File: config.mk
export PLATFORM = sky130hd
export DESIGN_NAME = router_idata_arbiter
export DESIGN_NICKNAME = d
export VERILOG_FILES = /design/src/rtl/router_slice_pkg.sv /design/src/rtl/rr_pick.sv /design/src/rtl/router_idata_arbiter.sv
export SDC_FILE = /design/constraint.sdc
export NUM_CORES = 1
export LEC_CHECK = 0
export ABC_AREA = 1
export CELL_PAD_IN_SITES_DETAIL_PLACEMENT = 0
export CELL_PAD_IN_SITES_GLOBAL_PLACEMENT = 1
export CORE_AREA = 5 5 124 126
export CTS_CLUSTER_DIAMETER = 100
export CTS_CLUSTER_SIZE = 30
export DETAILED_ROUTE_END_ITERATION = 7
export DIE_AREA = 0 0 129 131
export PLACE_DENSITY = 0.81
export SLEW_MARGIN = 20
export SYNTH_ARGS = -nofsm -noshare
export SYNTH_HDL_FRONTEND = slang
export SYNTH_SLANG_ARGS = --single-unit
File: constraint.sdc
create_clock -name clk -period 2.4 [get_ports clk]
set_input_delay 0.24 -clock clk [delete_from_list [all_inputs] [get_ports clk]]
set_output_delay 0.24 -clock clk [all_outputs]
set_load 0.01 [all_outputs]
File: src/rtl/router_slice_pkg.sv
// rtl/router_slice_pkg.sv - shared types and constants for the router slice arbiters
package router_slice_pkg;

  typedef enum logic {
    IDLE   = 1'b0,
    LOCKED = 1'b1
  } arb_state_e;

  localparam int NUM_REQ_DEF = 4;
  localparam int DATA_W_DEF  = 32;

  function automatic int id_width(input int n);
    return (n < 2) ? 1 : $clog2(n);
  endfunction

endpackage

File: src/rtl/rr_pick.sv
// rtl/rr_pick.sv - combinational round-robin picker: first set request at or after start, wrapping
module rr_pick
  import router_slice_pkg::*;
#(
  parameter int N  = NUM_REQ_DEF,
  parameter int IW = id_width(N)
) (
  input  logic [N-1:0]  req_i,
  input  logic [IW-1:0] start_i,
  output logic [N-1:0]  grant_o,
  output logic [IW-1:0] idx_o
);

  logic found;
  int   j;

  always_comb begin
    grant_o = '0;
    idx_o   = '0;
    found   = 1'b0;
    j       = 0;
    for (int k = 0; k < N; k++) begin
      j = int'(start_i) + k;
      if (j >= N) j = j - N;
      if (!found && req_i[j]) begin
        found      = 1'b1;
        grant_o[j] = 1'b1;
        idx_o      = IW'(j);
      end
    end
  end

endmodule

File: src/rtl/router_idata_arbiter.sv
// rtl/router_idata_arbiter.sv - round-robin, packet-locked arbiter feeding the shared IDATA register
module router_idata_arbiter
  import router_slice_pkg::*;
#(
  parameter  int NUM_REQ = NUM_REQ_DEF,
  parameter  int DATA_W  = DATA_W_DEF,
  localparam int ID_W    = id_width(NUM_REQ)
) (
  input  logic                      clk,
  input  logic                      reset,
  input  logic [NUM_REQ-1:0]        req_valid,
  input  logic [NUM_REQ-1:0]        req_last,
  input  logic [NUM_REQ*DATA_W-1:0] req_data,
  output logic [NUM_REQ-1:0]        req_ready,
  output logic                      out_valid,
  output logic [DATA_W-1:0]         out_data,
  output logic                      out_last,
  output logic [ID_W-1:0]           out_src,
  input  logic                      out_ready
);

  arb_state_e          state_q, state_d;
  logic [ID_W-1:0]     rr_ptr_q, rr_ptr_d;
  logic [ID_W-1:0]     owner_q, owner_d;
  logic                out_valid_q, out_valid_d;
  logic [DATA_W-1:0]   out_data_q, out_data_d;
  logic                out_last_q, out_last_d;
  logic [ID_W-1:0]     out_src_q, out_src_d;

  logic [NUM_REQ-1:0]  pick_grant;
  logic [ID_W-1:0]     pick_idx;
  logic [NUM_REQ-1:0]  grant;
  logic [ID_W-1:0]     grant_idx;
  logic [ID_W-1:0]     next_ptr;
  logic                load_ok;
  logic                xfer;
  logic                xfer_last;
  logic [DATA_W-1:0]   xfer_data;

  rr_pick #(
    .N  (NUM_REQ),
    .IW (ID_W)
  ) u_rr_pick (
    .req_i   (req_valid),
    .start_i (rr_ptr_q),
    .grant_o (pick_grant),
    .idx_o   (pick_idx)
  );

  // Register can take a new flit whenever it is empty or draining this cycle.
  assign load_ok   = !out_valid_q | out_ready;
  assign req_ready = load_ok ? grant : '0;
  assign xfer      = |(req_valid & req_ready);
  assign xfer_last = req_last[grant_idx];
  assign xfer_data = req_data[int'(grant_idx)*DATA_W +: DATA_W];
  assign next_ptr  = (grant_idx == ID_W'(NUM_REQ-1)) ? '0 : grant_idx + ID_W'(1);

  always_comb begin
    grant     = '0;
    grant_idx = '0;
    if (state_q == LOCKED) begin
      grant_idx = owner_q;
      if (req_valid[owner_q]) grant[owner_q] = 1'b1;
    end else begin
      grant     = pick_grant;
      grant_idx = pick_idx;
    end
  end

  always_comb begin
    state_d  = state_q;
    rr_ptr_d = rr_ptr_q;
    owner_d  = owner_q;
    if (xfer) begin
      if (xfer_last) begin
        state_d  = IDLE;
        rr_ptr_d = next_ptr;
      end else begin
        state_d = LOCKED;
        owner_d = grant_idx;
      end
    end
  end

  always_comb begin
    out_valid_d = out_valid_q;
    out_data_d  = out_data_q;
    out_last_d  = out_last_q;
    out_src_d   = out_src_q;
    if (load_ok) begin
      out_valid_d = xfer;
      if (xfer) begin
        out_data_d = xfer_data;
        out_last_d = xfer_last;
        out_src_d  = grant_idx;
      end
    end
  end

  always_ff @(posedge clk or negedge reset) begin
    if (!reset) begin
      state_q     <= IDLE;
      rr_ptr_q    <= '0;
      owner_q     <= '0;
      out_valid_q <= 1'b0;
      out_data_q  <= '0;
      out_last_q  <= 1'b0;
      out_src_q   <= '0;
    end else begin
      state_q     <= state_d;
      rr_ptr_q    <= rr_ptr_d;
      owner_q     <= owner_d;
      out_valid_q <= out_valid_d;
      out_data_q  <= out_data_d;
      out_last_q  <= out_last_d;
      out_src_q   <= out_src_d;
    end
  end

  assign out_valid = out_valid_q;
  assign out_data  = out_data_q;
  assign out_last  = out_last_q;
  assign out_src   = out_src_q;

endmodule

* After elaboration in Yosys (flattened, before gate mapping)
Cells that the tools add are included.
** Word-level totals
- Register bits after elaboration :: 41
- Input port bits :: 139
- Output and inout port bits :: 40
- Word-level logic and storage cells :: 101
** Operators by class
- Add/subtract/negate cells :: 8
- Order comparisons :: 15
- Equal/unequal tests :: 1
- Shift-type cells :: 1
- Multiplexer cells :: 47
- Bitwise operators :: 6
- Reductions and logical operators :: 16
** Operator list (count)
- $ge A32 B1 Y1 const B :: 4
- $lt A32 B4 Y1 const B :: 4
- $mux W32 :: 4
- $shiftx A128 B8 Y32 :: 1
- $ge A32 B4 Y1 const B :: 3
- $sub A32 B4 Y32 const B :: 3
- $mux W4 :: 7
- $mux W1 :: 19
- $bmux W1 S2 :: 6
- $mux W2 :: 6
- $or A4 B4 Y4 :: 3
- $demux W1 S2 :: 5
- $logic_and A1 B1 Y1 :: 8
- $add A2 B2 Y3 const B :: 2
- $lt A2 B3 Y1 const B :: 2
- $reduce_and A2 Y1 :: 3
- $and A4 B4 Y4 :: 1
- $logic_not A1 Y1 :: 4
- $reduce_or A4 Y1 :: 1
- $sub A2 B3 Y4 const B :: 1
- $add A2 B1 Y3 const B :: 1
- $ge A2 B3 Y1 const B :: 1
- $add A2 B1 Y2 const B :: 1
- $eq A2 B2 Y1 const B :: 1
- other kinds (3) :: 3

* Longest topological paths before layout
- Depth after elaboration :: 20
- Gate-level depth with buffers :: 17
- Mapped depth without buffers :: 17

* By module
Synthesis repeated with hierarchy kept, for this count alone.
** Second synthesis, totals
- Cell total of the unflattened synthesis :: 486
- Area, all modules :: 3609.7 um2
** Modules (own cells, without submodules)
- router_idata_arbiter :: instances 1, cells an instance 401, area each 3056.7 um2, sequential area each 1026.0 um2
- rr_pick :: instances 1, cells an instance 85, area each 553.0 um2, sequential area each 0.0 um2

* Worst setup path after synthesis
No wires, ideal clock.
- Kind :: register -> register
- Start point :: register rr_ptr_q[0]
- End point :: register out_data_q[19] (netlist: out_data[19])
- Setup time :: 117 ps
- Arrival time :: 2202 ps
- Required time :: 2283 ps
- Setup slack :: 80 ps
- Cell stages (with the launch flop) :: 18
- Buffers on the path :: 2
- Clock period less this slack :: 2320 ps
- Path through :: dfrtp_1 inv_2 ha_1 inv_1 nand3_1 nand2_1 nor2_4 nand2_1 nand3_1 nand3_2 nand2_4 inv_2 buf_6 buf_4 nand2_1 nand3_1 nand3_1 nand2_1
** On the way
- Word-level cells in the longest chain between the ends :: 20
- Elaborated cells on any way between the ends :: 74
- Classes of those cells :: add/sub: 7; order compare: 12; shift: 1; mux: 38; bitwise: 4; reduce/logical: 12
** RTL lines
- start: declaration :: RTL line router_idata_arbiter.sv:23 : logic [ID_W-1:0] rr_ptr_q, rr_ptr_d;
- start signal: assignment :: RTL line router_idata_arbiter.sv:111 : rr_ptr_q <= rr_ptr_d;
- branches (longest 20 deep; another with $sub A32 B4 Y32)
- end signal: assignment :: RTL line router_idata_arbiter.sv:114 : out_data_q <= out_data_d;
- end: declaration :: RTL line router_idata_arbiter.sv:26 : logic [DATA_W-1:0] out_data_q, out_data_d;
Parallel ways; which one is timed is not known. The select of a mux whose other input is x is not followed.
A chain may end at the register's enable or synchronous reset.

* Worst setup path after layout
- Start point :: register rr_ptr_q[0]
- End point :: output port req_ready[3]
** On the way
- Word-level cells in the longest chain between the ends :: 17
- Elaborated cells on any way between the ends :: 65
- Classes of those cells :: add/sub: 7; order compare: 12; mux: 33; bitwise: 3; reduce/logical: 10
** RTL lines
- branches (longest 14 deep; another with $sub A32 B4 Y32)
- $mux W4 * :: RTL line rr_pick.sv:25 : if (!found && req_i[j]) begin
- $mux W4 * :: RTL line router_idata_arbiter.sv:61 : if (state_q == LOCKED) begin
- $mux W4 * :: RTL line router_idata_arbiter.sv:52 : assign req_ready = load_ok ? grant : '0;
- end: declaration :: RTL line router_idata_arbiter.sv:14 : output logic [NUM_REQ-1:0] req_ready,
Mark *: on every way between the ends. The select of a mux whose other input is x is not followed.

==> metrics.yaml <==
wl_um: 12500
ys.flop_type: "dfrtp_1"
layout.nets: 847
ant_nets: 0
post-synth-top-count-cell: "nand2_1"
numCtsBuffers: 5
die_w_um: 129
cpLargestDelayFamily: "simple AND/OR/NAND/NOR gates"
die_h_um: 131
ys_seq_area_frac: 0.323
fin_ws_ns: 0.0935
start_util: 0.224
fmax_mhz: 434
ioPinCount: 179
dieArea_um2: 16900
cpPeakStageDelay_ns: 0.39
overflow: 0
worst_ep_required_time_ns: 2.16
synthCells: 512
wl_per_cell_um: 14.1
slew_headroom: 0.646
drtPass1Iterations: 4
synth_cell_types: 22
status: "finished, final reports clean"
placementRows: 44
synth_area_leaders: "dfrtp_1, nand2_1, nand3_1, buf_4, buf_6"
finalHoldViolCount: 0
fin_tns_setup_ns: 0
grt_pass1_wl_um: 19000
post-route-util: 0.394
max_cap_violations: 0
end_kind: "primary output"
clk_path_buf_depth: 2
yosys_warnings: 0
min_period_ns: 2.31
cts_sinks: 41
cts_root_buf: "clkbuf_16"
num_antenna_cells: 0
placed_area_um2: 5340
ys_async_sr_fraction: 1.00
ys_seq_elements: 41
slowest_stage: "dfrtp_1"
hold_slack_ns: 0.475
clk_latency_ns: 0.28
path_clk_slew_ns: 0.06
via_per_inst: 4.50
flow.area_growth_from_synthesis_pct: 76.2
synth_edf_count: 0
track_usage: 0.140
ir_drop_uv: 733
cp-start-kind: "register"
p_leak_nw: 2.63
cp.arrival_ns: 2.07
vias: 3993
dpl.hpwl_um: 9860
finClkSkew_ns: 0.00391
first_iter_violations: 238
slew_violations: 0
crit_type: "reg -> out"
tritoncts: "done"
min_path_type: "reg -> reg"
synth_top_area_share: 0.323
drc: 0
path_max_fanout: 5
drive_above_1_share: 0.0966
worst_pin_slew_ns: 0.531
syn-num-nets: 655
synth_area_per_cell_um2: 6.20
design_area_um2: 5600
syn_area_um2: 3180
antenna_found_initial: 0
core-area_um2: 14200
grt_pass1_vias: 3888
pre_cts_ws_ns: -0.123
io_buffers: 178
grt_max_degree: 42
n_fill_cell: 1518
path_buf_inv: 3
fin_crit_sh: 0.961
synth_top_area_cell: "dfrtp_1"
path_cells: "inv_2, ha_4, inv_2, nand3_1, nand2_2, nor2_4, a21oi_1, nand3_1, and2_1, dlygate4sd2_1"
htree_levels: 2
place.gp.congestion: 0.931
synth_common_cells: "nand2_1, nand3_1, dfrtp_1"
setup_violations: 0
power.density_nw_per_um2: 1670
[cell families after synthesis]
| family | count (synthesis) | share of synthesized area |
|---|---|---|
| flops | 41 | 0.323 |
| buf+inv | 48 | 0.0859 |
| fa+ha+maj | 4 | 0.0158 |
| compound gates | 12 | 0.0197 |
| xor+xnor | 1 | 0.00276 |
| simple gates | 406 | 0.553 |
[final timing paths]
path                       cells past startpoint  slack [ns]           end         from
min in group asynchronous                      2        0.49  out_data[31]        reset
setup reg to reg                              15        0.11  out_data[16]  rr_ptr_q[0]
max in group asynchronous                      2        1.54       state_q        reset
setup / recovery                              10        0.09  req_ready[3]  rr_ptr_q[0]
hold / removal                                 2        0.47   out_data[4]  out_data[4]
hold reg to reg                                2        0.47   out_data[4]  out_data[4]
[stage by stage]
stage	total power [W]	std cells
2_1_floorplan	0.00579	512
3_3_place_gp	0.00840	876
3_5_place_dp	0.00845	876
4_1_cts	0.00917	883
5_1_grt	0.0104	888
6_report	0.00936	888
[final cells by class]
class / instances / area (um2) / area share
inverters: 20 / 80.1 / 0.0143
repair buffers: 212 / 2170 / 0.388
clock buffers: 6 / 139 / 0.0248
multi-input cells: 424 / 1940 / 0.347
well taps: 184 / 230 / 0.0411
flip-flops and latches: 41 / 1030 / 0.183
clock inverters: 1 / 7.51 / 0.00134
[tightest hold or removal path, stage by stage, from the launching register on]
cell     delay, ns
dfrtp_1       0.34
nand2_1       0.05
nand2_1       0.05
[sequential cells by signal, summed over array words and instances (netlist names)]
name       cells
out_data      32
out_last       1
out_src        2
out_valid      1
owner_q        2
rr_ptr_q       2
state_q        1
[layout by cell type (no fill, tap or decap), types with 2 or more instances in the layout]
master / n
clkbuf_2: 2
nand4_1: 5
nor2_4: 3
a31oi_1: 2
dfrtp_1: 41
nand3_1: 123
o21ai_0: 3
clkbuf_16: 6
ha_1: 3
nand2_1: 254
inv_1: 14
nand3_2: 4
and2_1: 3
dlygate4sd2_1: 2
a21oi_1: 5
nand2_2: 5
buf_4: 22
buf_12: 10
nand2_4: 2
clkdlybuf4s50_1: 173
inv_2: 5
nor2_1: 5
[routing by layer]
layer | GRT usage | vias to the layer above | share of wire | wire length [um]
met5 | 0 | - | 0 | 0
met4 | 0.0420 | 0 | 0.018 | 228
met3 | 0.0472 | 15 | 0.077 | 961
met2 | 0.241 | 140 | 0.50 | 6180
met1 | 0.166 | 1802 | 0.41 | 5110
li1 | - | 2036 | - | -
[power breakdown]
| group | switching, W | leakage, nW | internal (W) |
|---|---|---|---|
| clock network | 0.000273 | 0.0690 | 0.000408 |
| logic | 0.00417 | 2.06 | 0.00321 |
| registers | 0.000196 | 0.501 | 0.00110 |
| total | 0.00464 | 2.63 | 0.00472 |
[timing repair]
| item | in CTS | in global routing |
|---|---|---|
| cloned | 0 | 2 |
| buffers inserted | 0 | 2 |
| setup endpoints to repair | 7 | 45 |
| hold buffers | 0 | 1 |
| gates resized for setup | 8 | 17 |
| endpoints found under the hold margin | 0 | 12 |
| pin swaps | 0 | 7 |
Power figures use the tool's default switching activity.
==> RTL change: new RTL, same settings <==
The package constant `DATA_W_DEF` goes from 32 to 48.
--- a/src/rtl/router_slice_pkg.sv
+++ b/src/rtl/router_slice_pkg.sv
@@ -7,7 +7,7 @@
   } arb_state_e;
 
   localparam int NUM_REQ_DEF = 4;
-  localparam int DATA_W_DEF  = 32;
+  localparam int DATA_W_DEF  = 48;
 
   function automatic int id_width(input int n);
     return (n < 2) ? 1 : $clog2(n);
Interface: changed (resized out_data and req_data); port bits go from 179 to 259. No check against the original RTL was run, so the function may have changed too.
==> RTL change against the original RTL <==
  * Maximum frequency increased by 0.49%
  * Total power increased by 55%
  * Worst hold slack got worse by 0.052 ns
  * Combinational power increased by 56%
  * Die area unchanged
  * Cell area increased by 42%
  * Setup slack improved by 0.011 ns
  * Cell count increased by 30%
  * Area after synthesis increased by 36%
  * Sequential share of layout area decreased by 0.39 points
  * Routed wire length increased by 61%
  * Sequential cell count increased by 16
  * Critical path type is now register to register
  * Largest cell class unchanged
==> RTL change: results (changes against the original RTL) <==
[status]
outcome = finished clean

[cts]
numCtsBuffers = 9  ; +4
clk_latency_ns = 0.33  ; +0.05 ns
cts_buffer_depth = 2  ; unchanged
clk_pin_slew_worst_paths_ns = 0.05
h-tree-depth = 3  ; +1
root_buffer = clkbuf_16

[yosys]
yosysUniqueCellTypes = 25  ; +14%
synth_common_cells = 347 x nand2_1, 176 x nand3_1, 57 x dfrtp_1
syn_inst = 689  ; +35%
synthTopCellsByArea = dfrtp_1 33%, nand2_1 30%, nand3_1 20%
ys_warn_count = 0  ; unchanged
yosysSeqAreaShare_pct = 33.02  ; +0.72 points
synth_nets = 897  ; +37%
async_flop_share_pct = 100.0  ; unchanged

[routing]
first_iter_violations = 317  ; +33%
first_pass_iters = 5  ; +1
vias = 5680  ; +42%
wl_per_cell_um = 17.41  ; +24%

[layout]
layout.cells.non_filler = 1157  ; +30%
nNetsFinal = 1179  ; +39%
diodes = 0  ; unchanged
drive_gt1_share_pct = 11.00  ; +1.3 points
largest_reg_flops = 48  ; +50%

[placement]
dp.cells = 1123  ; +28%
io_buffers = 258  ; +45%
gp_congestion = 0.9408  ; +1.1%
post_dp_cell_area_mm2 = 0.007231  ; +35%
dpl.hpwl_um = 14490  ; +47%

[critical_path]
path_max_fanout = 8  ; +3
cp_num_buf_inv = 4  ; +1
max_stage_delay_ns = 0.42  ; +0.03 ns
regToRegSetupSlack_ns = 0.10
slowest_stage = dfrtp_1
crit_family = simple AND/OR/NAND/NOR gates
crit_start = rr_ptr_q[0]$_DFFE_PN0P_
arrival_ns = 2.51  ; +0.44 ns

[sta]
hold_viol_final = 0  ; unchanged
finClkSkew_ns = 0.008488  ; +0.004573 ns
slew_headroom_pct = 63.97  ; -0.61 points

[min_path]
min_path_type = input port to asynchronous set/reset pin

[grt]
grt_use_total_pct = 21.32  ; +7.3 points
antenna_found_initial = 2  ; +2
grt_first_pass_wirelength_um = 28170  ; +48%
grt_pass1_vias = 5467  ; +41%
grt_max_degree = 64  ; +52%

[pwr]
worst_ir_drop_vdd_mv = 0.8104  ; +10%
leakage_nw = 3.758  ; +43%

==> RTL change: changes by cell type after synthesis, sizes merged, moves of 4 or more <==
cell,delta
buf,+16
dfrtp,+16
inv,+4
nand2,+93
nand3,+51
nor2,+4
==> RTL change: final cells by class <==
class | count | area, um2
Clock buffer | 12 | 246.5
Inverter | 24 | 107.6
Tap cell | 184 | 230.2
Timing Repair Buffer | 313 | 3318
Sequential cell | 57 | 1426
Clock inverter | 1 | 5.005
Multi-Input combinational cell | 566 | 2616
Fill cell | 1357 | 6254
==> RTL change: layer usage <==
metal	GRT usage, %	vias to the layer above	wire (um)
li1	-	2782	-
met1	25.90	2587	8141
met2	34.57	256	9721
met3	6.220	51	1514
met4	10.62	4	745
met5	0	-	22
==> RTL change: what timing repair did <==
item                                   4_1_cts  5_1_grt
hold buffers                                 1        0
endpoints found under the hold margin       20        0
gates resized for setup                      7       42
pin swaps                                    1        4
setup buffers                                0       11
gates cloned                                 0        9
setup endpoints to repair                    7       61
==> RTL change: final timing paths <==
kind,endpoint,cells past startpoint
worst min-delay path,out_data[11]$_DFFE_PN0P_,2
worst max-delay path,out_data[22]$_DFFE_PN0P_,15
worst min register to register,out_data[27]$_DFFE_PN0P_,2
worst max register to register,out_data[22]$_DFFE_PN0P_,15
max in group asynchronous,out_data[2]$_DFFE_PN0P_,3
min in group clk,out_data[27]$_DFFE_PN0P_,2
==> RTL change: per-stage QoR <==
step | hold WS [ns] | setup WS [ns] | setup TNS (ns)
final | 0.4224 | 0.1047 | 0
after global routing | 0.4625 | -0.07062 | -0.4209
after CTS | 0.4245 | 0.01871 | 0
after detailed placement | 0.2489 | -0.08900 | -1.215
after global placement | 0.2361 | -0.03143 | -0.1114
after floorplan | -0.05559 | 0.09120 | 0
==> RTL change: kinds of logic (layout without fill, tap and decap cells) <==
family	Yosys count	after routing	share of synthesized area [%]
AOI/OAI and AO/OA	13	13	1.680
adders and majority gates	5	5	1.448
and+or+nand+nor	548	548	54.72
DFF	57	57	33.02
buffers and inverters	66	350	9.125
==> RTL change: where the power goes <==
group	switching, mW	internal (mW)
Sequential	0.299	1.53
Clock	0.422	0.706
Combinational	6.37	5.17
Total	7.09	7.40
